File: config.mk
export PLATFORM = sky130hd
export DESIGN_NAME = serial_adder
export DESIGN_NICKNAME = d
export VERILOG_FILES = /design/src/rtl/adder_pkg.sv /design/src/rtl/full_adder.sv /design/src/rtl/serial_adder.sv
export SDC_FILE = /design/constraint.sdc
export NUM_CORES = 1
export LEC_CHECK = 0
export ABC_AREA = 1
export BUFFER_PORTS_ARGS = -buffer_cell sky130_fd_sc_hd__buf_2
export CAP_MARGIN = 10
export CORE_MARGIN = 5
export CORE_UTILIZATION = 45
export CTS_CLUSTER_SIZE = 12
export DETAILED_ROUTE_END_ITERATION = 8
export PLACE_DENSITY = 0.73
export SYNTH_ARGS = -nofsm -noshare
export SYNTH_HDL_FRONTEND = slang
export SYNTH_HIERARCHICAL = 1
export SYNTH_SLANG_ARGS = --single-unit
File: constraint.sdc
create_clock -name clk -period 1.5 [get_ports clk]
set_clock_uncertainty 0.1 [all_clocks]
set_input_delay 0.15 -clock clk [delete_from_list [all_inputs] [get_ports clk]]
set_output_delay 0.15 -clock clk [all_outputs]
set_load 0.01 [all_outputs]
File: src/rtl/adder_pkg.sv
// Shared types and helpers for the serial adder: FSM state encoding and counter sizing.
package adder_pkg;

   typedef enum logic [1:0] {
      IDLE = 2'd0,
      RUN  = 2'd1,
      DONE = 2'd2
   } state_t;

   // Counter must hold 0..n without wrapping inside one operation.
   function automatic int cnt_width(input int n);
      return (n < 1) ? 1 : $clog2(n + 1);
   endfunction

endpackage

File: src/rtl/full_adder.sv
// One-bit full adder built from two half-adder stages; chained by serial_adder.
module full_adder (
   input  logic a,
   input  logic b,
   input  logic cin,
   output logic sum,
   output logic cout
);

   logic s1;
   logic c1;
   logic c2;

   // First half adder: a + b; second half adder: partial sum + cin.
   assign s1   = a ^ b;
   assign c1   = a & b;
   assign sum  = s1 ^ cin;
   assign c2   = s1 & cin;
   assign cout = c1 | c2;

endmodule

File: src/rtl/serial_adder.sv
// Multi-cycle adder processing DIGIT bits per clock with a start/busy/done handshake.
// Optional signed-overflow output enabled by defining SERIAL_ADDER_OVF_EN.
module serial_adder
   import adder_pkg::*;
#(
   parameter int WIDTH = 8,
   parameter int DIGIT = 1
) (
   input  logic             clk,
   input  logic             rst,
   input  logic             start,
   input  logic [WIDTH-1:0] a,
   input  logic [WIDTH-1:0] b,
   input  logic             cin,
   output logic             busy,
   output logic             done,
   output logic [WIDTH-1:0] sum,
   output logic             cout
`ifdef SERIAL_ADDER_OVF_EN
   ,output logic            ovf
`endif
);

   localparam int N  = WIDTH / DIGIT;
   localparam int CW = cnt_width(N);

   if (WIDTH < 1 || DIGIT < 1 || (WIDTH % DIGIT) != 0) begin : g_bad_param
      $error("serial_adder: DIGIT must divide WIDTH exactly");
   end

   state_t           state;
   state_t           state_next;
   logic [WIDTH-1:0] a_sh;
   logic [WIDTH-1:0] b_sh;
   logic [WIDTH-1:0] acc;
   logic [WIDTH-1:0] acc_next;
   logic             carry;
   logic [CW-1:0]    cnt;
   logic [DIGIT-1:0] dsum;
   logic [DIGIT:0]   chain;
   logic             accept;
   logic             last;

   assign accept = start && (state == IDLE || state == DONE);
   assign last   = (state == RUN) && (cnt == CW'(N - 1));
   assign busy   = (state == RUN);
   assign done   = (state == DONE);

   // Per-cycle digit adder: DIGIT full adders in a ripple chain.
   assign chain[0] = carry;
   for (genvar g = 0; g < DIGIT; g++) begin : g_fa
      full_adder u_fa (
         .a   (a_sh[g]),
         .b   (b_sh[g]),
         .cin (chain[g]),
         .sum (dsum[g]),
         .cout(chain[g+1])
      );
   end

   // New digit enters at the top so the LSB digit ends at bit 0 after N cycles.
   if (N == 1) begin : g_acc_single
      assign acc_next = dsum;
   end else begin : g_acc_shift
      assign acc_next = {dsum, acc[WIDTH-1:DIGIT]};
   end

   always_ff @(posedge clk) begin
      if (rst) state <= IDLE;
      else     state <= state_next;
   end

   always_comb begin
      state_next = state;
      case (state)
         IDLE:    if (start) state_next = RUN;
         RUN:     if (last) state_next = DONE;
         DONE:    state_next = start ? RUN : IDLE;
         default: state_next = IDLE;
      endcase
   end

   always_ff @(posedge clk) begin
      if (rst) begin
         a_sh  <= '0;
         b_sh  <= '0;
         acc   <= '0;
         carry <= 1'b0;
         cnt   <= '0;
         sum   <= '0;
         cout  <= 1'b0;
      end else if (accept) begin
         a_sh  <= a;
         b_sh  <= b;
         carry <= cin;
         cnt   <= '0;
      end else if (state == RUN) begin
         a_sh  <= a_sh >> DIGIT;
         b_sh  <= b_sh >> DIGIT;
         acc   <= acc_next;
         carry <= chain[DIGIT];
         cnt   <= cnt + CW'(1);
         if (last) begin
            sum  <= acc_next;
            cout <= chain[DIGIT];
         end
      end
   end

`ifdef SERIAL_ADDER_OVF_EN
   logic a_msb;
   logic b_msb;

   // Operand MSBs are shifted out during RUN, so keep a copy for the overflow rule.
   always_ff @(posedge clk) begin
      if (rst) begin
         a_msb <= 1'b0;
         b_msb <= 1'b0;
         ovf   <= 1'b0;
      end else if (accept) begin
         a_msb <= a[WIDTH-1];
         b_msb <= b[WIDTH-1];
      end else if (last) begin
         ovf <= (a_msb == b_msb) && (acc_next[WIDTH-1] != a_msb);
      end
   end
`endif

endmodule
==> results.json <==
{
  "grt_pass1_wl_microns": 6820,
  "antenna_left": 0,
  "clk_pin_slew_ps": 80,
  "totalWireLength_microns": 3700,
  "syn_inst": 253,
  "power_density_nw_per_um2": 979,
  "track_usage_pct": 15.6,
  "fin_ws_ps": 86.9,
  "p_total_mw": 2.18,
  "core_sq_um": 4060,
  "start_util_pct": 47.3,
  "cts_tree": "yes",
  "critPathRequiredTime_ps": 1250,
  "timing.fmax_mhz": 708,
  "fin_crit_sh_pct": 94.2,
  "numCtsBuffers": 5,
  "finalSetupViolations": 0,
  "end_kind": "output pin",
  "clockPowerShare_pct": 31.3,
  "yosysWarnings": 6,
  "criticalPathCategory": "reg2out",
  "row_count": 23,
  "clockBufferDepth": 2,
  "switching_power_mw": 0.610,
  "drc": 0,
  "final_common_cell": "nand2_1",
  "hold_viol_final": 0,
  "htreeDepth": 2,
  "internal_power_mw": 1.57,
  "die-area_sq_um": 5670,
  "startpoint_type": "flop",
  "critPathMaxStageDelay_ps": 510,
  "combPwrFrac_pct": 16.6,
  "hpwl_microns": 2730,
  "yosysSeqAreaShare_pct": 40.7,
  "ys_ff_latch": 39,
  "clk_latency_ps": 290,
  "grt_pass1_vias": 1565,
  "die_w_microns": 75.3,
  "fin_setup_tns_ps": 0,
  "nets": 312,
  "synth_nets": 275,
  "maxSlewViolCount": 0,
  "place.port_buffers": 30,
  "power_frac_seq_pct": 52.1,
  "avgSynthCellArea_sq_um": 7.59,
  "cts-root-buf": "clkbuf_8",
  "cp_cell_sequence": "inv_4, nor2_1, buf_2",
  "maxSlewHeadroom_pct": 67.6,
  "synth_cell_types": 29,
  "ios": 31,
  "clock-sinks": 39,
  "num_vias": 1583,
  "grt_max_degree": 25,
  "die_h_microns": 75.3,
  "antennaDiodeCount": 0,
  "ir_drop_mv": 0.563,
  "min_path_type": "in2reg",
  "rsz0062_at_grt": "no",
  "synth_area_sq_um": 1920,
  "critPathMaxFanout": 8,
  "drive_gt1_share_pct": 26.8,
  "first_iter_violations": 68,
  "antenna_found_initial": 0,
  "first_pass_iters": 4,
  "vias_per_cell": 4.64,
  "status": "finished clean",
  "wl_per_cell_microns": 10.9,
  "switching_share_pct": 27.9,
  "place_congestion": 0.797,
  "finalCriticalPeriod_ps": 1410,
  "post-place-ws_ps": 127,
  "grt_overflow_total": 0,
  "crit_arrival_ps": 1160,
  "fillers": 391,
  "cellLeakagePower_nw": 1.03,
  "crit_slowest_cell": "dfxtp_1",
  "layout_common_cells": "nand2_1, dfxtp_1, inv_1",
  "area_delta_synth_final_pct": 16.1,
  "tightest_slew_ps": 485,
  "maxCapViolCount": 0
}
per-stage QoR:
stage	hold slack (ps)	cell area [sq um]	utilization, %	std cells
after floorplan	185	1920	-	253
after global placement	274	2090	51.4	329
after detailed placement	284	2090	51.4	329
after CTS	4.16	2220	54.6	341
after global routing	22.9	2230	54.9	341
final	8.96	2230	54.9	341
layout make-up:
class | count | area [sq um] | share of cell area, %
multi-input combinational | 165 | 896 | 40.2
sequential | 39 | 782 | 35.1
timing repair buffer | 39 | 245 | 11.0
inverter | 40 | 159 | 7.13
clock buffer | 6 | 72.6 | 3.25
tap | 50 | 62.6 | 2.81
clock inverter | 2 | 12.5 | 0.561
cell usage after synthesis:
| library cell | number | area share, % |
|---|---|---|
| inv_4 | 1 | 0.33 |
| nand2_4 | 3 | 1.8 |
| nor2_1 | 34 | 6.6 |
| nand3_2 | 8 | 4.2 |
| nor2_8 | 1 | 1.0 |
| o21ai_1 | 4 | 1.0 |
| a211oi_2 | 2 | 1.3 |
| buf_4 | 1 | 0.39 |
| inv_6 | 1 | 0.46 |
| nand3_1 | 14 | 3.6 |
| nand2_8 | 1 | 1.0 |
| buf_6 | 4 | 2.3 |
| o21ai_2 | 1 | 0.46 |
| nor2_4 | 2 | 1.2 |
| ha_1 | 1 | 0.65 |
| nand2_1 | 59 | 12 |
| a21oi_2 | 8 | 3.6 |
| fa_1 | 1 | 1.0 |
| dfxtp_1 | 39 | 41 |
| inv_1 | 37 | 7.2 |
| nor2_2 | 2 | 0.65 |
| a21oi_1 | 13 | 3.4 |
| buf_8 | 1 | 0.78 |
| buf_1 | 1 | 0.20 |
| buf_2 | 1 | 0.26 |
| o21ai_0 | 10 | 2.6 |
| clkinv_2 | 1 | 0.26 |
| buf_12 | 1 | 1.0 |
| nor3_1 | 1 | 0.26 |
worst paths after layout:
path | from | to | cells after the start | slack [ps]
setup / recovery | state[1] | done | 3 | 90
hold / removal | a[7] | a_sh[7] | 3 | 9
setup reg to reg | state[0] | sum[7] | 8 | 130
hold reg to reg | acc[1] | acc[1] | 2 | 360
timing repair:
item / in CTS / in global routing
hold buffers: 1 / 0
setup buffers: 3 / 0
hold endpoints to repair: 1 / 0
gates resized for setup: 0 / 3
setup endpoints to repair: 1 / 6
pin swaps: 1 / 1
flip-flops by register name, indices dropped and copies added (netlist names):
| signal | count |
|---|---|
| a_sh | 8 |
| b_sh | 8 |
| sum | 8 |
| acc | 7 |
| cnt | 4 |
| state | 2 |
| carry | 1 |
| cout | 1 |
per-layer routing:
metal,part of all wire [%],vias up,GRT usage [%],wire (microns)
met5,0,-,0,0
met4,1.6,0,5.24,59
met3,6.4,7,4.22,237
met2,45,36,24.7,1650
met1,47,687,20.6,1750
li1,-,853,-,-
critical path: cells and delay by family, from the launching register on:
family / cells / cell delay [ps]
DFF: 1 / 510
buffers and inverters: 2 / 260
and+or+nand+nor: 1 / 100
logic make-up after synthesis:
family	Yosys count	share of synthesized area (%)
AOI/OAI and AO/OA	38	12.4
and+or+nand+nor	125	31.9
buffers and inverters	49	13.3
DFF	39	40.7
adders and majority gates	2	1.69
power by group through the flow:
stage	Sequential [mW]	Combinational (mW)	Clock, mW
2_1_floorplan	1.15	0.280	0
3_3_place_gp	1.16	0.333	0
3_5_place_dp	1.16	0.340	0
4_1_cts	1.14	0.360	0.704
5_1_grt	1.14	0.419	0.751
6_report	1.14	0.361	0.684
Note: power is estimated with default switching activity, not from simulation.
